`config.mk`:
```
export PLATFORM = sky130hd
export DESIGN_NAME = fetch_sequencer
export DESIGN_NICKNAME = d
export VERILOG_FILES = /design/src/rtl/fetch_sequencer.sv
export SDC_FILE = /design/constraint.sdc
export NUM_CORES = 1
export LEC_CHECK = 0
export CAP_MARGIN = 20
export CORE_UTILIZATION = 39
export DETAILED_ROUTE_END_ITERATION = 6
export PLACE_DENSITY = 0.82
export SLEW_MARGIN = 10
export SYNTH_ARGS = -nofsm -noshare
export SYNTH_HDL_FRONTEND = slang
export SYNTH_SLANG_ARGS = --single-unit
```
`constraint.sdc`:
```
create_clock -name clk -period 1.9 [get_ports clk]
set_input_delay 0.57 -clock clk [delete_from_list [all_inputs] [get_ports clk]]
set_output_delay 0.57 -clock clk [all_outputs]
set_load 0.005 [all_outputs]
```
`src/rtl/fetch_sequencer.sv`:
```
// fetch_sequencer: holds the PC, runs the instruction-memory req/ack handshake,
// presents the fetched word to decode and advances the PC by 4 or to a redirect target.
// Every output is registered or decoded from state, so no input reaches
// imem_req, instr_valid or pc through combinational logic.
module fetch_sequencer #(
    parameter logic [31:0] RESET_PC = 32'h0000_0000
) (
    input  logic        clk,
    input  logic        rst_n,

    // Instruction memory handshake
    output logic        imem_req,
    output logic [31:0] imem_addr,
    input  logic        imem_ack,
    input  logic [31:0] imem_rdata,

    // Decode-side view
    output logic [31:0] instr,
    output logic        instr_valid,
    output logic [31:0] pc,

    // Control unit
    input  logic        stall,
    input  logic        redirect,
    input  logic [31:0] redirect_target,

    // Status
    output logic        align_err,
    output logic [15:0] issue_count
);

    typedef enum logic [1:0] {
        StIdle  = 2'd0,
        StFetch = 2'd1,
        StIssue = 2'd2
    } stateT;

    localparam logic [31:0] PcStep   = 32'd4;
    localparam logic [15:0] CountMax = 16'hFFFF;

    stateT       stateQ, stateD;
    logic [31:0] pcQ, pcD;
    logic [31:0] instrQ, instrD;
    logic        alignErrQ, alignErrD;
    logic [15:0] issueCountQ, issueCountD;

    // Helper terms for the issue decision
    logic        issueNow;
    logic [31:0] seqPc;
    logic [31:0] redirPc;
    logic        redirMisaligned;
    logic [15:0] countInc;

    // Issue only happens from ISSUE with stall low; stall overrides redirect.
    always_comb begin
        issueNow        = (stateQ == StIssue) && !stall;
        seqPc           = pcQ + PcStep;
        redirPc         = {redirect_target[31:2], 2'b00};
        redirMisaligned = (redirect_target[1:0] != 2'b00);
        countInc        = (issueCountQ == CountMax) ? issueCountQ : issueCountQ + 16'd1;
    end

    // Next-state logic: state transitions, PC advance, instruction capture, status.
    always_comb begin
        stateD      = stateQ;
        pcD         = pcQ;
        instrD      = instrQ;
        alignErrD   = alignErrQ;
        issueCountD = issueCountQ;

        unique case (stateQ)
            StIdle: begin
                stateD = StFetch;
            end

            StFetch: begin
                if (imem_ack) begin
                    instrD = imem_rdata;
                    stateD = StIssue;
                end
            end

            StIssue: begin
                if (issueNow) begin
                    stateD      = StFetch;
                    issueCountD = countInc;
                    if (redirect) begin
                        pcD = redirPc;
                        // Sticky until reset; the low bits are dropped from the PC.
                        if (redirMisaligned) begin
                            alignErrD = 1'b1;
                        end
                    end else begin
                        pcD = seqPc;
                    end
                end
            end

            default: begin
                stateD = StIdle;
            end
        endcase
    end

    // State and datapath registers with asynchronous active-low reset.
    always_ff @(posedge clk or negedge rst_n) begin
        if (!rst_n) begin
            stateQ      <= StIdle;
            pcQ         <= RESET_PC;
            instrQ      <= 32'h0000_0000;
            alignErrQ   <= 1'b0;
            issueCountQ <= 16'h0000;
        end else begin
            stateQ      <= stateD;
            pcQ         <= pcD;
            instrQ      <= instrD;
            alignErrQ   <= alignErrD;
            issueCountQ <= issueCountD;
        end
    end

    // Outputs decoded from state or driven straight from registers; imem_req
    // therefore drops as soon as reset forces the state back to IDLE.
    always_comb begin
        imem_req    = (stateQ == StFetch);
        instr_valid = (stateQ == StIssue);
        imem_addr   = pcQ;
        pc          = pcQ;
        instr       = instrQ;
        align_err   = alignErrQ;
        issue_count = issueCountQ;
    end

endmodule

```
==> metrics.md, run 1 <==
| Metric | Value |
|---|---|
| Fin. max-slew vios | 0 |
| Largest fanout of any net on the critical path | 8 |
| Horiz. Die Dim | 109 µm |
| Cell class contributing the biggest share of worst-path delay | buffers and inverters |
| R2R Setup Slk | 0.09 ns |
| Starting density of the core | 40.4% |
| Area of the core | 11000 µm² |
| TritonCTS sink count | 81 |
| Lkg Pwr | 2.93 nW |
| Number of diodes | 0 |
| Worst R2R Start | stateQ[1] |
| DRC violation total after the first TritonRoute iteration | 145 |
| CTS Buffer Depth | 2 |
| Cell breakdown of the critical path | clkdlybuf4s50_1 |
| Global-route wire length before repair | 20900 µm |
| Routability-driven placement congestion ratio | 0.854 |
| Setup Total Neg Slack | 0 ns |
| Critical path's slowest cell | sky130_fd_sc_hd__clkdlybuf4s50_1 |
| WL final | 13200 µm |
| Critical path start-end classification | reg -> out |
| Instance area at placement | 6340 µm² |
| CTS tree | done |
| Number of port buffers | 179 |
| Total power consumption of the routed design | 8.31 mW |
| Die height | 109 µm |
| CP required | 1.33 ns |
| IR drop worst, VDD | 0.732 mV |
| Number of antenna violations at the first check in global routing | 0 |
| Clock buffers created by TritonCTS | 9 |
| Avg Vias per Cell | 5.61 |
| Hold WC Path Type | in -> async |
| Synthesized area per cell | 9.88 µm² |
| Clk slew on worst S/H paths | 0.07 ns |
| Depth of the most critical reg-to-reg path | 5 |
| Average wire length per cell after detail routing | 16.9 µm |
| Seq/Total Area, Yosys | 45.7% |
| Final-report hold violation count | 0 |
| Post-DRT Antenna Nets | 0 |
| End-of-flow core utilization | 63.0% |
| Outcome | complete, no violations |
| Buffers & Inverters on Critical Path | 1 |
| Delay contributed by the slowest stage of the critical path | 0.53 ns |
| Global-route usage over all layers | 22.5% |
| Largest clock skew in the final design | 0.00807 ns |
| F_max | 532 MHz |
| Time the worst path needs with I/O delays and setup | 1.88 ns |
| Critical path data arrival time | 1.31 ns |
| Count of different cell masters after synthesis | 50 |
| Count of maximum capacitance violations | 0 |
| Pwr Density | 1200 nW/µm² |
| Number of detailed-route iterations in the first pass | 5 |
| Root buffer cell | sky130_fd_sc_hd__clkbuf_16 |
| Number of top-level pins | 184 |
| Area fraction of the dominant cell type after synthesis | 45.7% |
| Worst setup startpoint | imem_addr[9] |
| Post-layout net count | 710 |
| Synth Flop Type | sky130_fd_sc_hd__dfrtp_1 |
| Cell taking the most area after synthesis | sky130_fd_sc_hd__dfrtp_1 |
| Number of fill cells in the layout | 881 |
| R2R Path End | imem_addr[23] |
| Gr ovfl total | 0 |
| Post-CTS Hold Buffers | 0 |
| Die Area | 11800 µm² |
| H-tree level count | 3 |
| Vias in the first global route | 4252 |
| Count of vias placed by the detailed router | 4400 |
| Final critical-path share of the clock period | 99.0% |
| Share of flip-flops with an asynchronous set or reset after synthesis | 100% |
| DP HPWL | 9410 µm |
| Row count | 38 |
| Synth Cell Area | 4440 µm² |
| Layout cells sized above 1 | 23.0% |
| Count of synthesis-stage warnings from yosys | 0 |
| Top area cells in the synthesized netlist | sky130_fd_sc_hd__dfrtp_1 (46%), sky130_fd_sc_hd__mux2_2 (8.9%), sky130_fd_sc_hd__buf_4 (5.8%), sky130_fd_sc_hd__nand3_1 (3.3%), sky130_fd_sc_hd__o21ai_0 (3.3%) |
| Gate Count Post-Synth | 449 |
| Final Cell Area | 6920 µm² |
| Area growth from synthesis to layout | 55.9% |
| Later-pin clock latency in the skew report | 0.34 ns |
| Crit start category | register |
| Kind of capture point of the worst setup path | primary output |
| Synthesized flop and latch total | 81 |
| Count of unresolved DRC violations after routing | 0 |
| Final setup vio count | 0 |
| Pin count of the biggest net entering global routing | 82 |
| Number of flops mapped to enable cells by yosys | 0 |
==> through the flow <==
| step | instances | hold slack [ns] | worst slack, ns |
|---|---|---|---|
| floorplan | 452 | 0.274 | 0.0214 |
| detailed placement | 744 | 0.451 | -0.485 |
| global route | 784 | 0.302 | -0.00373 |
| CTS | 768 | 0.280 | 0.000171 |
| finish | 784 | 0.255 | 0.0195 |
| global placement | 744 | 0.451 | -0.440 |
==> cell usage in the layout, fill, tap and decap left out, types with 3 or more instances in the layout <==
cell / n
sky130_fd_sc_hd__a31oi_1: 4
sky130_fd_sc_hd__buf_6: 3
sky130_fd_sc_hd__nor2b_1: 3
sky130_fd_sc_hd__dlygate4sd2_1: 5
sky130_fd_sc_hd__dlymetal6s2s_1: 7
sky130_fd_sc_hd__or4_1: 4
sky130_fd_sc_hd__a21oi_1: 19
sky130_fd_sc_hd__a311oi_1: 8
sky130_fd_sc_hd__buf_4: 50
sky130_fd_sc_hd__conb_1: 4
sky130_fd_sc_hd__buf_12: 3
sky130_fd_sc_hd__dfrtp_1: 51
sky130_fd_sc_hd__nand2_1: 23
sky130_fd_sc_hd__xnor2_1: 3
sky130_fd_sc_hd__dfrtp_2: 30
sky130_fd_sc_hd__clkbuf_16: 9
sky130_fd_sc_hd__and3_1: 17
sky130_fd_sc_hd__xor2_1: 7
sky130_fd_sc_hd__a22oi_1: 4
sky130_fd_sc_hd__nor4_1: 6
sky130_fd_sc_hd__mux2_2: 35
sky130_fd_sc_hd__or3_1: 11
sky130_fd_sc_hd__and4_1: 8
sky130_fd_sc_hd__clkinv_4: 3
sky130_fd_sc_hd__o21ai_0: 29
sky130_fd_sc_hd__inv_1: 6
sky130_fd_sc_hd__nor2_1: 16
sky130_fd_sc_hd__and2_1: 4
sky130_fd_sc_hd__nand3_1: 27
sky130_fd_sc_hd__nor3_1: 20
sky130_fd_sc_hd__nand4_1: 13
sky130_fd_sc_hd__o311ai_0: 4
sky130_fd_sc_hd__mux2i_1: 4
sky130_fd_sc_hd__a41oi_1: 3
sky130_fd_sc_hd__clkdlybuf4s50_1: 165
==> cell families after synthesis <==
logic type	synth area share, %
AOI/OAI and AO/OA	12.6
xor gates and xnor gates	1.97
adders and majority gates	0.564
buffers and inverters	8.49
DFF	45.7
muxes	9.78
other	0.0845
and+or+nand+nor	20.8
==> sequential cells by signal, summed over array words and instances, names as in the netlist <==
name	flops
imem_addr	30
issue_count	16
instr	32
stateQ	2
align_err	1
==> synthesized netlist by cell type, types with 6 or more instances <==
cell,instances
sky130_fd_sc_hd__dfrtp_1,81
sky130_fd_sc_hd__mux2_2,35
sky130_fd_sc_hd__buf_4,34
sky130_fd_sc_hd__nand3_1,29
sky130_fd_sc_hd__o21ai_0,29
sky130_fd_sc_hd__nand2_1,23
sky130_fd_sc_hd__nor3_1,21
sky130_fd_sc_hd__a21oi_1,20
sky130_fd_sc_hd__clkbuf_1,18
sky130_fd_sc_hd__and3_1,17
sky130_fd_sc_hd__nor2_1,16
sky130_fd_sc_hd__nand4_1,13
sky130_fd_sc_hd__or3_1,11
sky130_fd_sc_hd__a311oi_1,8
sky130_fd_sc_hd__and4_1,8
sky130_fd_sc_hd__xor2_1,7
sky130_fd_sc_hd__inv_1,6
sky130_fd_sc_hd__nor4_1,6
==> cell type report <==
class                      count  area (µm²)  share of cell area [%]
clock buffer                  10         239                    3.45
clock inverter                 6        73.8                    1.07
inverter                       6        22.5                   0.326
multi-input combinational    306        2080                    30.1
sequential                    81        2060                    29.8
tap                          140         175                    2.53
timing repair buffer         235        2260                    32.7
==> per-layer routing <==
| metal | GRT usage, % | part of all wire (%) | wire length (µm) |
|---|---|---|---|
| met4 | 8.69 | 1.9 | 252 |
| met2 | 38.2 | 51 | 6720 |
| met1 | 27.2 | 38 | 5060 |
| met5 | 0 | 0 | 0 |
| met3 | 5.98 | 9.0 | 1190 |
==> power by group <==
group          internal, mW  leakage (nW)  switching, mW  total (mW)
Sequential             2.37         0.943          0.554        2.92
Combinational          2.31          1.83           1.26        3.58
Clock                  1.07         0.154          0.745        1.82
==> worst max-delay path by stage <==
stage	to	slack [ns]	cells after the start
finish	imem_addr[9]	0.02	1
global route	imem_addr[9]	-0.004	1
CTS	pc[5]	0.0002	1
detailed placement	issue_count[10]	-0.48	6
global placement	issue_count[10]	-0.44	6
floorplan	imem_addr[23]	0.02	5
==> what timing repair did <==
| item | in CTS | in global routing |
|---|---|---|
| cloned | 0 | 1 |
| gates resized for setup | 31 | 21 |
| endpoints found under the setup margin | 65 | 41 |
| setup buffers | 8 | 15 |
No activity file was read; power rests on OpenSTA's default activity.
==> inputs of run 2 (changes only) <==
--- a/config.mk
+++ b/config.mk
@@ -7,8 +7,10 @@
 export LEC_CHECK = 0
 export CAP_MARGIN = 20
 export CORE_UTILIZATION = 39
+export CTS_CLUSTER_SIZE = 24
 export DETAILED_ROUTE_END_ITERATION = 6
 export PLACE_DENSITY = 0.82
+export SETUP_SLACK_MARGIN = 0.2
 export SLEW_MARGIN = 10
 export SYNTH_ARGS = -nofsm -noshare
 export SYNTH_HDL_FRONTEND = slang
==> run 2 against run 1 <==
The run now ends with negative setup slack left. Combinational power is 21% higher. Largest power group unchanged. First-iteration DRC count is 120% higher. Count of clock-buffer cells in the layout is 4 higher. Core utilization is 8.3 points higher. Sequential power is 5% lower.
==> metrics.md, run 2 (same netlist as run 1, synthesis figures left out) <==
| Metric | Value |
|---|---|
| Outcome | finished with violations |
| Violations in the final reports | negative setup slack |
| Critical path's slowest cell | sky130_fd_sc_hd__or4_1 |
| DRC violation total after the first TritonRoute iteration | 325 |
| Average wire length per cell after detail routing | 19.7 µm |
| Layout cells sized above 1 | 37.5% |
| Pwr Density | 1140 nW/µm² |
| Max FFs per register | 32 |
| Final setup vio count | 5 |
| Area growth from synthesis to layout | 76.3% |
| Global-route usage over all layers | 26.6% |
| Delay contributed by the slowest stage of the critical path | 0.42 ns |
| Lkg Pwr | 3.56 nW |
| Time the worst path needs with I/O delays and setup | 1.95 ns |
| Total power consumption of the routed design | 8.90 mW |
| Crit start category | register |
| Critical path data arrival time | 2.23 ns |
| Number of detailed-route iterations in the first pass | 7 |
| Final-report hold violation count | 0 |
| Area of the core | 11000 µm² |
| Routability-driven placement congestion ratio | 0.850 |
| Avg Vias per Cell | 5.85 |
| Largest clock skew in the final design | 0.0107 ns |
| CTS Buffer Depth | 2 |
| Global-route wire length before repair | 24100 µm |
| Metal1 wirelength | 5870 µm |
| Count of unresolved DRC violations after routing | 0 |
| Largest fanout of any net on the critical path | 4 |
| Post-DRT Antenna Nets | 0 |
| Row count | 38 |
| Gr ovfl total | 0 |
| CP required | 2.17 ns |
| Top sig layer | met4 |
| TritonCTS sink count | 81 |
| Most common library cell in the layout ignoring fill and taps | sky130_fd_sc_hd__dlygate4sd2_1 |
| Die Area | 11800 µm² |
| CTS tree | done |
| Count of maximum capacitance violations | 0 |
| Kind of capture point of the worst setup path | register |
| Post-Place Worst Slack | -0.660 ns |
| Hold WC Path Type | in -> async |
| Vias in the first global route | 4889 |
| Die height | 109 µm |
| RSZ-0062 raised after global routing | yes |
| WL final | 16700 µm |
| Final critical-path share of the clock period | 103% |
| Root buffer cell | sky130_fd_sc_hd__clkbuf_16 |
| Critical path start-end classification | reg -> reg |
| IR drop worst, VDD | 0.790 mV |
| DP HPWL | 9540 µm |
| Met3 wire length | 1570 µm |
| Pin count of the biggest net entering global routing | 82 |
| Clock buffers created by TritonCTS | 9 |
| Post-CTS Hold Buffers | 0 |
| Most common cell type on the critical path | sky130_fd_sc_hd__buf_6 |
| F_max | 512 MHz |
| Number of port buffers | 179 |
| Count of vias placed by the detailed router | 4956 |
| Number of top-level pins | 184 |
| Commonest cells after routing, fill and taps aside | sky130_fd_sc_hd__dlygate4sd2_1 (88), sky130_fd_sc_hd__buf_4 (86), sky130_fd_sc_hd__clkdlybuf4s50_1 (67), sky130_fd_sc_hd__dfrtp_1 (54), sky130_fd_sc_hd__mux2_2 (32) |
| Starting density of the core | 40.4% |
| Depth of the most critical reg-to-reg path | 6 |
| Later-pin clock latency in the skew report | 0.34 ns |
| Post-layout net count | 773 |
| Fin. max-slew vios | 0 |
| Cell breakdown of the critical path | buf_6 -> or3b_4 -> buf_6 -> or3_1 -> or4_1 -> nand3_1 |
| Smallest setup slack after layout | -0.0548 ns |
| Number of antenna violations at the first check in global routing | 0 |
| Met2 WL post-DR | 8560 µm |
| Horiz. Die Dim | 109 µm |
| Number of diodes | 0 |
| Post-Route Hold Slack | 0.241 ns |
| Clk slew on worst S/H paths | 0.06 ns |
| H-tree level count | 3 |
| Number of fill cells in the layout | 769 |
[run 2: changes by cell type in the layout (fill, tap and decap cells not counted), moves of 5 or more]
| cell | delta |
|---|---|
| sky130_fd_sc_hd__buf_4 | +36 |
| sky130_fd_sc_hd__o21ai_1 | +10 |
| sky130_fd_sc_hd__nand3_2 | +5 |
| sky130_fd_sc_hd__dlymetal6s2s_1 | -7 |
| sky130_fd_sc_hd__clkdlybuf4s15_1 | +12 |
| sky130_fd_sc_hd__buf_6 | +19 |
| sky130_fd_sc_hd__clkdlybuf4s50_1 | -98 |
| sky130_fd_sc_hd__dlygate4sd2_1 | +83 |
| sky130_fd_sc_hd__o21ai_0 | -16 |
| sky130_fd_sc_hd__nor3_2 | +7 |
| sky130_fd_sc_hd__nand3_1 | -8 |
| sky130_fd_sc_hd__nor3_1 | -9 |
[run 2: worst paths after layout]
path / start / endpoint / slack (ns)
max in group asynchronous: rst_n / issue_count[2] / 1.23
worst min-delay path: rst_n / imem_addr[19] / 0.24
worst min register to register: align_err / align_err / 0.48
min in group clk: align_err / align_err / 0.48
worst max-delay path: stateQ[0] / imem_addr[25] / -0.05
worst max register to register: stateQ[0] / imem_addr[25] / -0.05
[run 2: layout make-up]
cell class | instances | area, µm² | share of cell area (%)
multi-input combinational | 307 | 2450 | 31.4
sequential | 81 | 2060 | 26.3
timing repair buffer | 297 | 2810 | 35.8
inverter | 6 | 22.5 | 0.288
clock buffer | 14 | 274 | 3.50
clock inverter | 2 | 35.0 | 0.448
tap | 140 | 175 | 2.24
[run 2: through the flow]
step                      TNS, ns  area (µm²)  utilization [%]  instances
after detailed placement   -18.66        6350             57.8        743
final                      -0.126        7830             71.3        847
after global placement     -16.86        6350             57.8        743
after floorplan                 0        4480                -        452
after CTS                 -0.0149        7380             67.2        836
after global routing       -0.470        7830             71.3        847
[run 2: power breakdown]
part	switching (mW)	internal (mW)
Clock	0.686	1.13
Sequential	0.401	2.36
Combinational	1.83	2.49
Total	2.92	5.98
[run 2: metal layers]
| metal | vias up | track usage (%) |
|---|---|---|
| met4 | 0 | 14.2 |
| met5 | - | 0 |
| met1 | 2402 | 29.5 |
| met2 | 332 | 46.7 |
| met3 | 67 | 6.87 |
| li1 | 2155 | - |
[run 2: critical path, delay by kind of cell, from the launching register on]
kind | cells | cell delay (ns)
AND/OR/NAND/NOR | 4 | 1.24
flip-flops | 1 | 0.39
buffers and inverters | 2 | 0.26
[run 2: repair_timing]
item | CTS | global route
hold endpoints to repair | 0 | 0
resized for setup | 218 | 89
endpoints found under the setup margin | 155 | 65
setup buffers | 72 | 8
gates cloned | 5 | 3
pin swaps | 24 | 37
